--- config.mk ---
export PLATFORM = sky130hd
export DESIGN_NAME = uart_tx_arbiter
export DESIGN_NICKNAME = d
export VERILOG_FILES = /design/src/rtl/uart_tx_arbiter_pkg.sv /design/src/rtl/uart_tx_arbiter_rr_priority_picker.sv /design/src/rtl/uart_tx_arbiter.sv
export SDC_FILE = /design/constraint.sdc
export NUM_CORES = 1
export LEC_CHECK = 0
export BUFFER_PORTS_ARGS = -buffer_cell sky130_fd_sc_hd__buf_2
export CORE_MARGIN = 3
export CORE_UTILIZATION = 40
export CTS_CLUSTER_SIZE = 20
export DETAILED_ROUTE_END_ITERATION = 10
export GPL_ROUTABILITY_DRIVEN = 0
export PLACE_DENSITY = 0.7
export SETUP_SLACK_MARGIN = 0.05
export SYNTH_ARGS = -nofsm -noshare
export SYNTH_HDL_FRONTEND = slang
export SYNTH_HIERARCHICAL = 1
export SYNTH_SLANG_ARGS = --single-unit
--- constraint.sdc ---
create_clock -name clock -period 9 [get_ports clock]
set_input_delay 0.45 -clock clock [delete_from_list [all_inputs] [get_ports clock]]
set_output_delay 0.45 -clock clock [all_outputs]
set_load 0.05 [all_outputs]
--- src/rtl/uart_tx_arbiter_pkg.sv ---
// uart_tx_arbiter_pkg: shared types and constants for the UART TX arbiter.
package uart_tx_arbiter_pkg;
    typedef enum logic {IDLE, LOCKED} state_e;
    localparam int GRANT_ID_WIDTH = 3;
    localparam int DEFAULT_TIMEOUT_CYCLES = 65535;
endpackage

--- src/rtl/uart_tx_arbiter_rr_priority_picker.sv ---
// rr_priority_picker: picks the first set request scanning upward from ptr_i+1, with wrap-around.
module rr_priority_picker #(
    parameter int N = 4
) (
    input  logic [N-1:0]         req_i,
    input  logic [$clog2(N)-1:0] ptr_i,
    output logic [N-1:0]         grant_o,
    output logic [$clog2(N)-1:0] idx_o
);
    localparam int IW = $clog2(N);
    logic [IW-1:0] c;
    // Scan lowest priority first so the highest-priority hit overwrites earlier ones.
    always_comb begin
        grant_o = '0;
        idx_o = '0;
        c = '0;
        for (int i = N; i >= 1; i--) begin
            c = IW'((int'(ptr_i) + i) % N);
            if (req_i[c]) begin
                grant_o = '0;
                grant_o[c] = 1'b1;
                idx_o = c;
            end
        end
    end
endmodule

--- src/rtl/uart_tx_arbiter.sv ---
// uart_tx_arbiter: round-robin, message-locked sharing of one UART TX byte port.
// Define UART_TX_ARBITER_TIMEOUT_EN to force-release a lock after TIMEOUT_CYCLES idle cycles.
module uart_tx_arbiter
    import uart_tx_arbiter_pkg::*;
#(
    parameter int NUM_REQUESTERS = 4,
    parameter int DATA_WIDTH = 8,
    parameter int TIMEOUT_CYCLES = DEFAULT_TIMEOUT_CYCLES
) (
    input  logic                                 clock,
    input  logic                                 reset_n,
    input  logic [NUM_REQUESTERS-1:0]            req_valid,
    input  logic [NUM_REQUESTERS*DATA_WIDTH-1:0] req_data,
    input  logic [NUM_REQUESTERS-1:0]            req_last,
    output logic [NUM_REQUESTERS-1:0]            req_ready,
    output logic [DATA_WIDTH-1:0]                uart_tx_data,
    output logic                                 uart_tx_valid,
    input  logic                                 uart_tx_ready,
    output logic                                 grant_active,
    output logic [GRANT_ID_WIDTH-1:0]            grant_id
);
    localparam int IW = $clog2(NUM_REQUESTERS);
    state_e state_q, state_d;
    logic [IW-1:0] rr_ptr_q, rr_ptr_d, gid_q, gid_d, win_idx;
    logic [NUM_REQUESTERS-1:0] win_onehot;
    logic locked, xfer, release_lock, expire;

    rr_priority_picker #(.N(NUM_REQUESTERS)) u_pick (
        .req_i  (req_valid),
        .ptr_i  (rr_ptr_q),
        .grant_o(win_onehot),
        .idx_o  (win_idx)
    );

    assign locked = state_q == LOCKED;
    assign grant_active = locked;
    assign grant_id = locked ? GRANT_ID_WIDTH'(gid_q) : '0;
    assign uart_tx_valid = locked & req_valid[gid_q];
    assign uart_tx_data = locked ? req_data[gid_q*DATA_WIDTH +: DATA_WIDTH] : '0;
    assign req_ready = locked ? NUM_REQUESTERS'(uart_tx_ready) << gid_q : '0;
    assign xfer = uart_tx_valid & uart_tx_ready;
    assign release_lock = (xfer & req_last[gid_q]) | expire;

    always_comb begin
        state_d = state_q;
        rr_ptr_d = rr_ptr_q;
        gid_d = gid_q;
        if (!locked && |win_onehot) begin
            state_d = LOCKED;
            gid_d = win_idx;
        end else if (locked && release_lock) begin
            state_d = IDLE;
            rr_ptr_d = gid_q;
        end
    end

    always_ff @(posedge clock or negedge reset_n) begin
        if (!reset_n) begin
            state_q <= IDLE;
            rr_ptr_q <= IW'(NUM_REQUESTERS - 1);
            gid_q <= '0;
        end else begin
            state_q <= state_d;
            rr_ptr_q <= rr_ptr_d;
            gid_q <= gid_d;
        end
    end

`ifdef UART_TX_ARBITER_TIMEOUT_EN
    logic [15:0] idle_cnt_q, idle_cnt_d;
    // Expire on the idle cycle that brings the count to TIMEOUT_CYCLES.
    assign expire = locked & ~req_valid[gid_q] & (idle_cnt_q >= 16'(TIMEOUT_CYCLES - 1));
    assign idle_cnt_d = (!locked || xfer) ? '0
                      : (!req_valid[gid_q] && idle_cnt_q != '1) ? idle_cnt_q + 16'd1
                      : idle_cnt_q;
    always_ff @(posedge clock or negedge reset_n) begin
        if (!reset_n) idle_cnt_q <= '0;
        else idle_cnt_q <= idle_cnt_d;
    end
`else
    logic unused_timeout;
    assign unused_timeout = ^32'(TIMEOUT_CYCLES);
    assign expire = 1'b0;
`endif
endmodule
==> results of run 1 <==
cells in the final DEF (no fill, tap or decap), types with 2 or more instances in the layout:
cell type,netlist,layout
nand2_1,7,7
a21oi_1,7,7
mux2i_1,12,12
clkbuf_4,0,3
dfstp_2,2,2
or3b_1,2,2
o211ai_1,4,4
a221oi_1,4,4
nand3b_1,2,2
ha_1,6,6
o22ai_1,3,3
inv_1,3,3
dfrtp_1,3,3
nor2b_1,3,3
mux2_2,4,4
nor2_1,6,6
and2_1,9,9
buf_2,3,58
nand2b_1,4,4
mux2_1,2,2
mux4_2,9,9
cells in the mapped netlist (4+ instances only):
library cell  count
o211ai_1          4
mux2_2            4
mux2i_1          12
a21oi_1           7
nor2_1            6
nand2_1           7
mux4_2            9
nand2b_1          4
ha_1              6
a221oi_1          4
and2_1            9
cell type report:
type,instances,area share [%]
Inverter,4,1.076
Timing Repair Buffer,58,20.81
Sequential cell,5,9.148
Multi-Input combinational cell,98,64.39
Tap cell,30,2.691
Clock buffer,4,1.883
power by group:
part,switching [W],total (W),leakage [nW],internal (W)
sequential,0.0000547,0.0000926,0.0546,0.0000379
combinational,0.000277,0.000470,0.608,0.000194
clock,0.00000810,0.0000248,0.0150,0.0000167
critical path: stages (launching register included):
cell      delay (ps)
dfstp_2          740
inv_2            130
ha_1             520
mux4_2           570
nor2b_4          150
a221oi_1         250
a21oi_1          100
nor4_1           290
nor2_1           120
mux2_2           290
state kept, by name (all words and copies together), names as in the netlist:
register,flops
gid_q,2
rr_ptr_q,2
grant_active,1
metal layers:
layer,vias up,track usage [%],wire [um]
met5,-,0,0
met4,0,7.443,35
met2,46,27.44,1537
met1,550,20.70,1118
li1,549,-,-
met3,4,2.412,230
final timing paths:
| check | from | endpoint | slack [ps] | depth (start not counted) |
|---|---|---|---|---|
| min in group clock | grant_active | grant_active | 750 | 1 |
| max in group asynchronous | reset_n | rr_ptr_q[1] | 8770 | 1 |
| setup / recovery | rr_ptr_q[0] | gid_q[0] | 5720 | 9 |
| setup reg to reg | rr_ptr_q[0] | gid_q[0] | 5720 | 9 |
| hold / removal | reset_n | gid_q[0] | 20 | 1 |
| hold reg to reg | grant_active | grant_active | 750 | 1 |
kinds of logic after synthesis:
group / share of synthesized area, %
and+or+nand+nor: 19.69
DFF: 11.41
other: 0.3352
buffers and inverters: 8.276
adders and majority gates: 6.711
muxes: 37.25
AOI/OAI and AO/OA: 16.33
through the flow:
| step | hold slack [ps] | setup WS, ps |
|---|---|---|
| floorplan | 154.4 | 5974 |
| global placement | 266.2 | 5848 |
| detailed placement | 267.3 | 5764 |
| CTS | 9.075 | 5745 |
| global route | 7.110 | 5561 |
| finish | 17.90 | 5724 |
==> impl_metrics.tcl, run 1 <==
set metrics [dict create \
    skew_ps 1.512 \
    die_h_um 58.88 \
    vias 1149 \
    rsz0062_at_grt "false" \
    cts-root-buf "clkbuf_4" \
    grt-ovfl-total 0 \
    grt_max_degree 18 \
    antenna_found_initial 0 \
    fin_area_sq_um 1395 \
    status "completed" \
    synth_area_per_cell_sq_um 9.479 \
    synth-async-reset-ratio_pct 100.0 \
    start_util_pct 43.57 \
    dp.cells 195 \
    area_delta_synth_final_pct 24.72 \
    cp-start-kind "flip-flop" \
    max_freq_mhz 305.3 \
    synthesis.area_sq_um 1119 \
    required_ps 9120 \
    period_share_pct 36.40 \
    pin_count 60 \
    drt-wirelength-per-cell_um 14.68 \
    cts_made_buffers 3 \
    hpwl_um 2333 \
    clock_latency_ps 230 \
    tightest_slew_ps 767.6 \
    arrival_ps 3390 \
    antenna_left 0 \
    p_per_area_nw_per_um2 421.3 \
    clock_path_buffers 2 \
    cts_sinks 5 \
    grt_first_pass_wirelength_um 4422 \
    drtIter0Drc 98 \
    core_sq_um 2567 \
    seq_area_sq_um 127.6 \
    setup_viol 0 \
    multi_input_area_sq_um 898.4 \
    power.static_leakage_nw 0.6776 \
    syn-num-nets 167 \
    cts_resized 0 \
    yosysTopAreaCellShare_pct 18.12 \
    cts_hold_buf 0 \
    detail_route.vias_per_cell 5.774 \
    synth_warnings 6 \
    min_period_ps 3276 \
    nets 219 \
    max_cap_viol_count 0 \
    crit_type "flip-flop to flip-flop" \
    drive_gt1_share_pct 47.93 \
    postCtsSetupBuffers 0 \
    die_area_sq_um 3467 \
    cts_tree "yes" \
    synth_cell_types 39 \
    clk_pin_slew_ps 40 \
    tns_ps 0 \
    io_buffers 58 \
    drt_pass1_iterations 4 \
    yosysTopAreaCell "mux4_2" \
    grt.total_usage_pct 16.40 \
    row_count 18 \
    critPathCaptureType "flip-flop" \
    ys_ff_latch 5 \
    ys.flop_type "dfrtp_1" \
    routed_wirelength_um 2921 \
    drc 0 \
    syn-instance-count 118 \
    hold_violations 0 \
    synth_edf_count 0 \
    die_w_um 58.88 \
    fin_cells 199 \
    hold_class "input port to async pin" \
    power_w 0.0005878 \
    place_area_sq_um 1369 \
    fillers 234 \
    synthTopCellsByArea "mux4_2 (18%), mux2i_1 (11%), dfrtp_1 (6.7%), ha_1 (6.7%), and2_1 (5.0%)" \
    utilization_pct 54.34 \
    cts-htree-levels 1 \
    diodes 0 \
    grt_pass1_vias 982 \
    slew_headroom_pct 48.82 \
    finalMaxSlewViolations 0 \
    vdd_drop_max_mv 0.2650 \
    worst-path-max-fanout 16 \
    seq_area_frac_synth_pct 11.41 \
]
(Power assumes the default switching activity.)
==> run 2, diff against run 1 <==
Settings changed: PLACE_DENSITY 0.7 to 0.73.
Clock period 9 ns to 2.7 ns, I/O delays scaled along.
==> impl_metrics.tcl, run 2 (same netlist as run 1, synthesis figures left out) <==
set metrics [dict create \
    cts-root-buf "clkbuf_4" \
    clock_latency_ps 240 \
    required_ps 2820 \
    dp_slack_ps -44.28 \
    min_period_ps 2680 \
    cp_slowest_cell "dfstp_2" \
    rsz0062_at_grt "true" \
    dp.cells 201 \
    detail_route.vias_per_cell 5.519 \
    antenna_found_initial 0 \
    die_w_um 58.88 \
    share_clk_of_total_power_pct 3.8 \
    drt_pass1_iterations 4 \
    tightest_slew_ps 762.9 \
    area_delta_synth_final_pct 36.46 \
    finalMaxSlewViolations 0 \
    grt_pass1_vias 1087 \
    p_per_area_nw_per_um2 1450 \
    grt_first_pass_wirelength_um 4761 \
    final_common_cell "buf_2" \
    cp-start-kind "flip-flop" \
    crit_type "flip-flop to flip-flop" \
    hpwl_um 2459 \
    period_share_pct 99.25 \
    worst_path_dominant_cell_family "multiplexers" \
    drive_gt1_share_pct 53.33 \
    io_buffers 58 \
    routed_wirelength_um 3063 \
    pin_count 60 \
    skew_ps 2.888 \
    start_util_pct 43.57 \
    grt.total_usage_pct 17.38 \
    seqPwrFrac_pct 11.3 \
    drc 0 \
    grt-ovfl-total 0 \
    hold_class "input port to async pin" \
    max_cap_viol_count 0 \
    worst-path-max-fanout 4 \
    max_freq_mhz 373.2 \
    mostFrequentLayoutCells "buf_2 (58), mux2i_1 (11), buf_4 (10)" \
    die_h_um 58.88 \
    arrival_ps 2800 \
    die_area_sq_um 3467 \
    status "completed" \
    crit_chain "inv_6 -> ha_4 -> mux4_2 -> nor2b_4 -> a221oi_1 -> a21oi_1 -> nor4_1 -> nor2_1 -> mux2_4" \
    r2r_cells 9 \
    p_int_w 0.001002 \
    cts_made_buffers 3 \
    core_sq_um 2567 \
    drt-wirelength-per-cell_um 14.59 \
    diodes 0 \
    setup_viol 0 \
    row_count 18 \
    drtIter0Drc 43 \
    fin_cells 210 \
    grt_max_degree 18 \
    clk_pin_slew_ps 40 \
    p_sw_w 0.001211 \
    rrSetupSlack_ps 20 \
    utilization_pct 59.45 \
    nets 230 \
    fin_ws_ps 20.35 \
    slew_headroom_pct 49.14 \
    hold_violations 0 \
    comb_power_share_pct 84.9 \
    vdd_drop_max_mv 0.9674 \
    r2r_start "rr_ptr_q[0]" \
    netSwitchingFraction_pct 54.72 \
    cts_sinks 5 \
    cts_tree "yes" \
    antenna_left 0 \
    reg2reg_to "gid_q[0]" \
    clock_path_buffers 2 \
    power.static_leakage_nw 0.7388 \
    cts-htree-levels 1 \
    critPathMaxStageDelay_ps 560 \
    path_buf_inv 1 \
    vias 1159 \
    critPathCaptureType "flip-flop" \
]
-- run 2: cell types whose count changed in the layout (fill, tap and decap cells not counted), sizes merged --
cell         change
buf             +10
dlygate4sd3      +1
-- run 2: timing repair --
| action | in CTS | in global routing |
|---|---|---|
| buffers inserted | 3 | 1 |
| pin swaps | 3 | 1 |
| endpoints found under the hold margin | 5 | 0 |
| gates resized for setup | 1 | 1 |
| hold buffers | 1 | 0 |
| gates cloned | 0 | 0 |
| endpoints found under the setup margin | 2 | 3 |
-- run 2: worst max-delay path by stage --
| stage | start | endpoint | slack (ps) | cells after the start |
|---|---|---|---|---|
| after floorplan | rr_ptr_q[0] | gid_q[0] | -200 | 11 |
| after global placement | rr_ptr_q[0] | gid_q[0] | 50 | 9 |
| after detailed placement | rr_ptr_q[0] | gid_q[0] | -40 | 10 |
| after CTS | rr_ptr_q[0] | gid_q[0] | 20 | 9 |
| after global routing | rr_ptr_q[0] | gid_q[0] | -100 | 9 |
| final | rr_ptr_q[0] | gid_q[0] | 20 | 9 |
-- run 2: final cells by class --
type,count,area [sq um]
fillers,237,1041
multi-input cells,98,939.7
repair buffers,69,375.4
flip-flops and latches,5,127.6
well taps,30,37.54
clock buffers,4,26.28
inverters,4,20.02
-- run 2: metal layers --
layer	vias up	wire length (um)	track usage, %
li1	566	-	-
met1	530	1128	20.24
met2	63	1639	33.60
met3	0	295	1.754
met4	0	0	3.883
met5	-	0	0
-- run 2: power by group through the flow --
stage                     clock network [W]  logic, W  registers [W]
final                             0.0000835   0.00188       0.000250
after global routing              0.0000924   0.00201       0.000270
after CTS                         0.0000883   0.00184       0.000254
after detailed placement                  0   0.00178       0.000257
after global placement                    0   0.00173       0.000248
after floorplan                           0   0.00154       0.000192
-- run 2: stage by stage --
step | hold WS (ps) | setup TNS [ps] | power, W | instance area, sq um
floorplan | -160.6 | -433.1 | 0.001733 | 1162
global placement | -49.66 | 0 | 0.001981 | 1448
detailed placement | -49.71 | -61.71 | 0.002041 | 1448
CTS | 243.3 | 0 | 0.002182 | 1510
global route | 263.6 | -270.1 | 0.002369 | 1526
finish | 262.5 | 0 | 0.002214 | 1526
==> run 3, diff against run 2 <==
==> constraint.sdc (replaced) <==
create_clock -name clock -period 2.7 [get_ports clock]
set_input_delay 0.135 -clock clock [delete_from_list [all_inputs] [get_ports clock]]
set_output_delay 0.135 -clock clock [all_outputs]
set_load 0.01 [all_outputs]
==> impl_metrics.tcl, run 3 (same netlist as run 1, synthesis figures left out) <==
set metrics [dict create \
    status "completed" \
    required_ps 2820 \
    diodes 0 \
    comb_power_share_pct 80.9 \
    detail_route.vias_per_cell 5.790 \
    cts_sinks 5 \
    max_freq_mhz 371.2 \
    cts_tree "yes" \
    grt.total_usage_pct 18.46 \
    p_per_area_nw_per_um2 1195 \
    row_count 18 \
    pin_count 60 \
    critPathMaxStageDelay_ps 550 \
    core_sq_um 2567 \
    mostFrequentLayoutCells "buf_2 (58), mux2i_1 (11), mux4_2 (9), and2_1 (9)" \
    drt_pass1_iterations 4 \
    netSwitchingFraction_pct 47.21 \
    area_delta_synth_final_pct 33.33 \
    period_share_pct 99.77 \
    dp_slack_ps -65.64 \
    die_w_um 58.88 \
    p_int_w 0.0009410 \
    die_h_um 58.88 \
    cp_slowest_cell "dfstp_2" \
    finalMaxSlewViolations 0 \
    drtIter0Drc 58 \
    hold_class "input port to async pin" \
    worst_path_dominant_cell_family "multiplexers" \
    power_w 0.001783 \
    power.static_leakage_nw 0.7129 \
    grt_max_degree 18 \
    grt-ovfl-total 0 \
    crit_type "flip-flop to flip-flop" \
    crit_chain "clkinv_4 -> ha_4 -> mux4_2 -> nor2b_4 -> a221oi_2 -> a21oi_1 -> nor4_1 -> nor2_1 -> mux2_2" \
    cts_made_buffers 3 \
    drive_gt1_share_pct 52.57 \
    routed_wirelength_um 3231 \
    clock_latency_ps 250 \
    start_util_pct 43.57 \
    cts-root-buf "clkbuf_4" \
    grt_pass1_vias 1110 \
    top_layer "met4" \
    skew_ps 5.312 \
    share_clk_of_total_power_pct 4.9 \
    hpwl_um 2511 \
    nets 225 \
    p_sw_w 0.0008415 \
    critPathCaptureType "flip-flop" \
    drc 0 \
    vias 1187 \
    wl_met2_um 1723 \
    met1Wirelength_um 1162 \
    arrival_ps 2820 \
    seqPwrFrac_pct 14.3 \
    slew_headroom_pct 46.19 \
    worst-path-max-fanout 4 \
    cp-start-kind "flip-flop" \
    drt-wirelength-per-cell_um 15.76 \
    clock_path_buffers 2 \
    cts-htree-levels 1 \
    final_common_cell "buf_2" \
    tightest_slew_ps 807.1 \
    fin_ws_ps 6.211 \
    max_cap_viol_count 0 \
    min_period_ps 2694 \
    clk_pin_slew_ps 40 \
    wl_met3_um 263 \
    fillers 239 \
    hold_violations 0 \
    path_buf_inv 1 \
    io_buffers 58 \
    tns_ps 0 \
    vdd_drop_max_mv 0.6350 \
    antenna_left 0 \
    rsz0062_at_grt "true" \
    grt_first_pass_wirelength_um 4912 \
    die_area_sq_um 3467 \
    setup_viol 0 \
    antenna_found_initial 0 \
]
## run 3: cell types whose count changed in the layout (fill, tap and decap cells not counted), sizes merged
cell | previous run | this run
buf | 68 | 63
inv | 4 | 3
clkinv | 0 | 1
## run 3: stage by stage
step | hold WS, ps | cell area, sq um | std cells | utilization, %
after detailed placement | -50.36 | 1429 | 199 | 55.65
after floorplan | -160.6 | 1159 | 118 | -
after CTS | 243.8 | 1475 | 204 | 57.46
final | 247.6 | 1491 | 205 | 58.09
after global routing | 251.8 | 1491 | 205 | 58.09
after global placement | -51.64 | 1429 | 199 | 55.65
## run 3: timing repair
item,4_1_cts,5_1_grt
cloned,0,0
hold buffers,1,0
hold endpoints to repair,5,0
setup endpoints to repair,2,3
pin swaps,2,1
gates resized for setup,2,2
buffers inserted,0,1
## run 3: worst reg2reg max path, stage by stage, from the launching register on
cell and delay [ps]:
dfstp_2 550, clkinv_4 60, ha_4 280, mux4_2 500, nor2b_4 160, a221oi_2 210, a21oi_1 100, nor4_1 290
nor2_1 120, mux2_2 300
## run 3: path summary, 6_finish.rpt
| kind | startpoint | endpoint | slack, ps | depth (start not counted) |
|---|---|---|---|---|
| max in group asynchronous | reset_n | rr_ptr_q[0] | 2250 | 2 |
| setup / recovery | rr_ptr_q[0] | gid_q[1] | 6 | 9 |
| hold reg to reg | grant_active | grant_active | 760 | 1 |
| min in group clock | uart_tx_ready | grant_active | 430 | 5 |
| hold / removal | reset_n | gid_q[1] | 250 | 2 |
| setup reg to reg | rr_ptr_q[0] | gid_q[1] | 6 | 9 |
## run 3: layer usage
metal,track usage [%],up-vias
li1,-,558
met1,22.52,569
met2,32.18,52
met3,3.289,8
met4,6.796,0
met5,0,-
## run 3: cell type report
| class | count | area (sq um) | area share (%) |
|---|---|---|---|
| multi-input combinational | 98 | 942.2 | 63.17 |
| tap | 30 | 37.54 | 2.517 |
| clock buffer | 4 | 26.28 | 1.762 |
| inverter | 4 | 20.02 | 1.342 |
| sequential | 5 | 127.6 | 8.557 |
| timing repair buffer | 64 | 337.8 | 22.65 |
## run 3: power by group through the flow
stage          Clock [W]  Sequential [W]  Combinational, W
2_1_floorplan          0        0.000173           0.00117
3_3_place_gp           0        0.000252           0.00132
3_5_place_dp           0        0.000257           0.00137
4_1_cts        0.0000922        0.000256           0.00140
5_1_grt        0.0000963        0.000270           0.00157
6_report       0.0000870        0.000254           0.00144
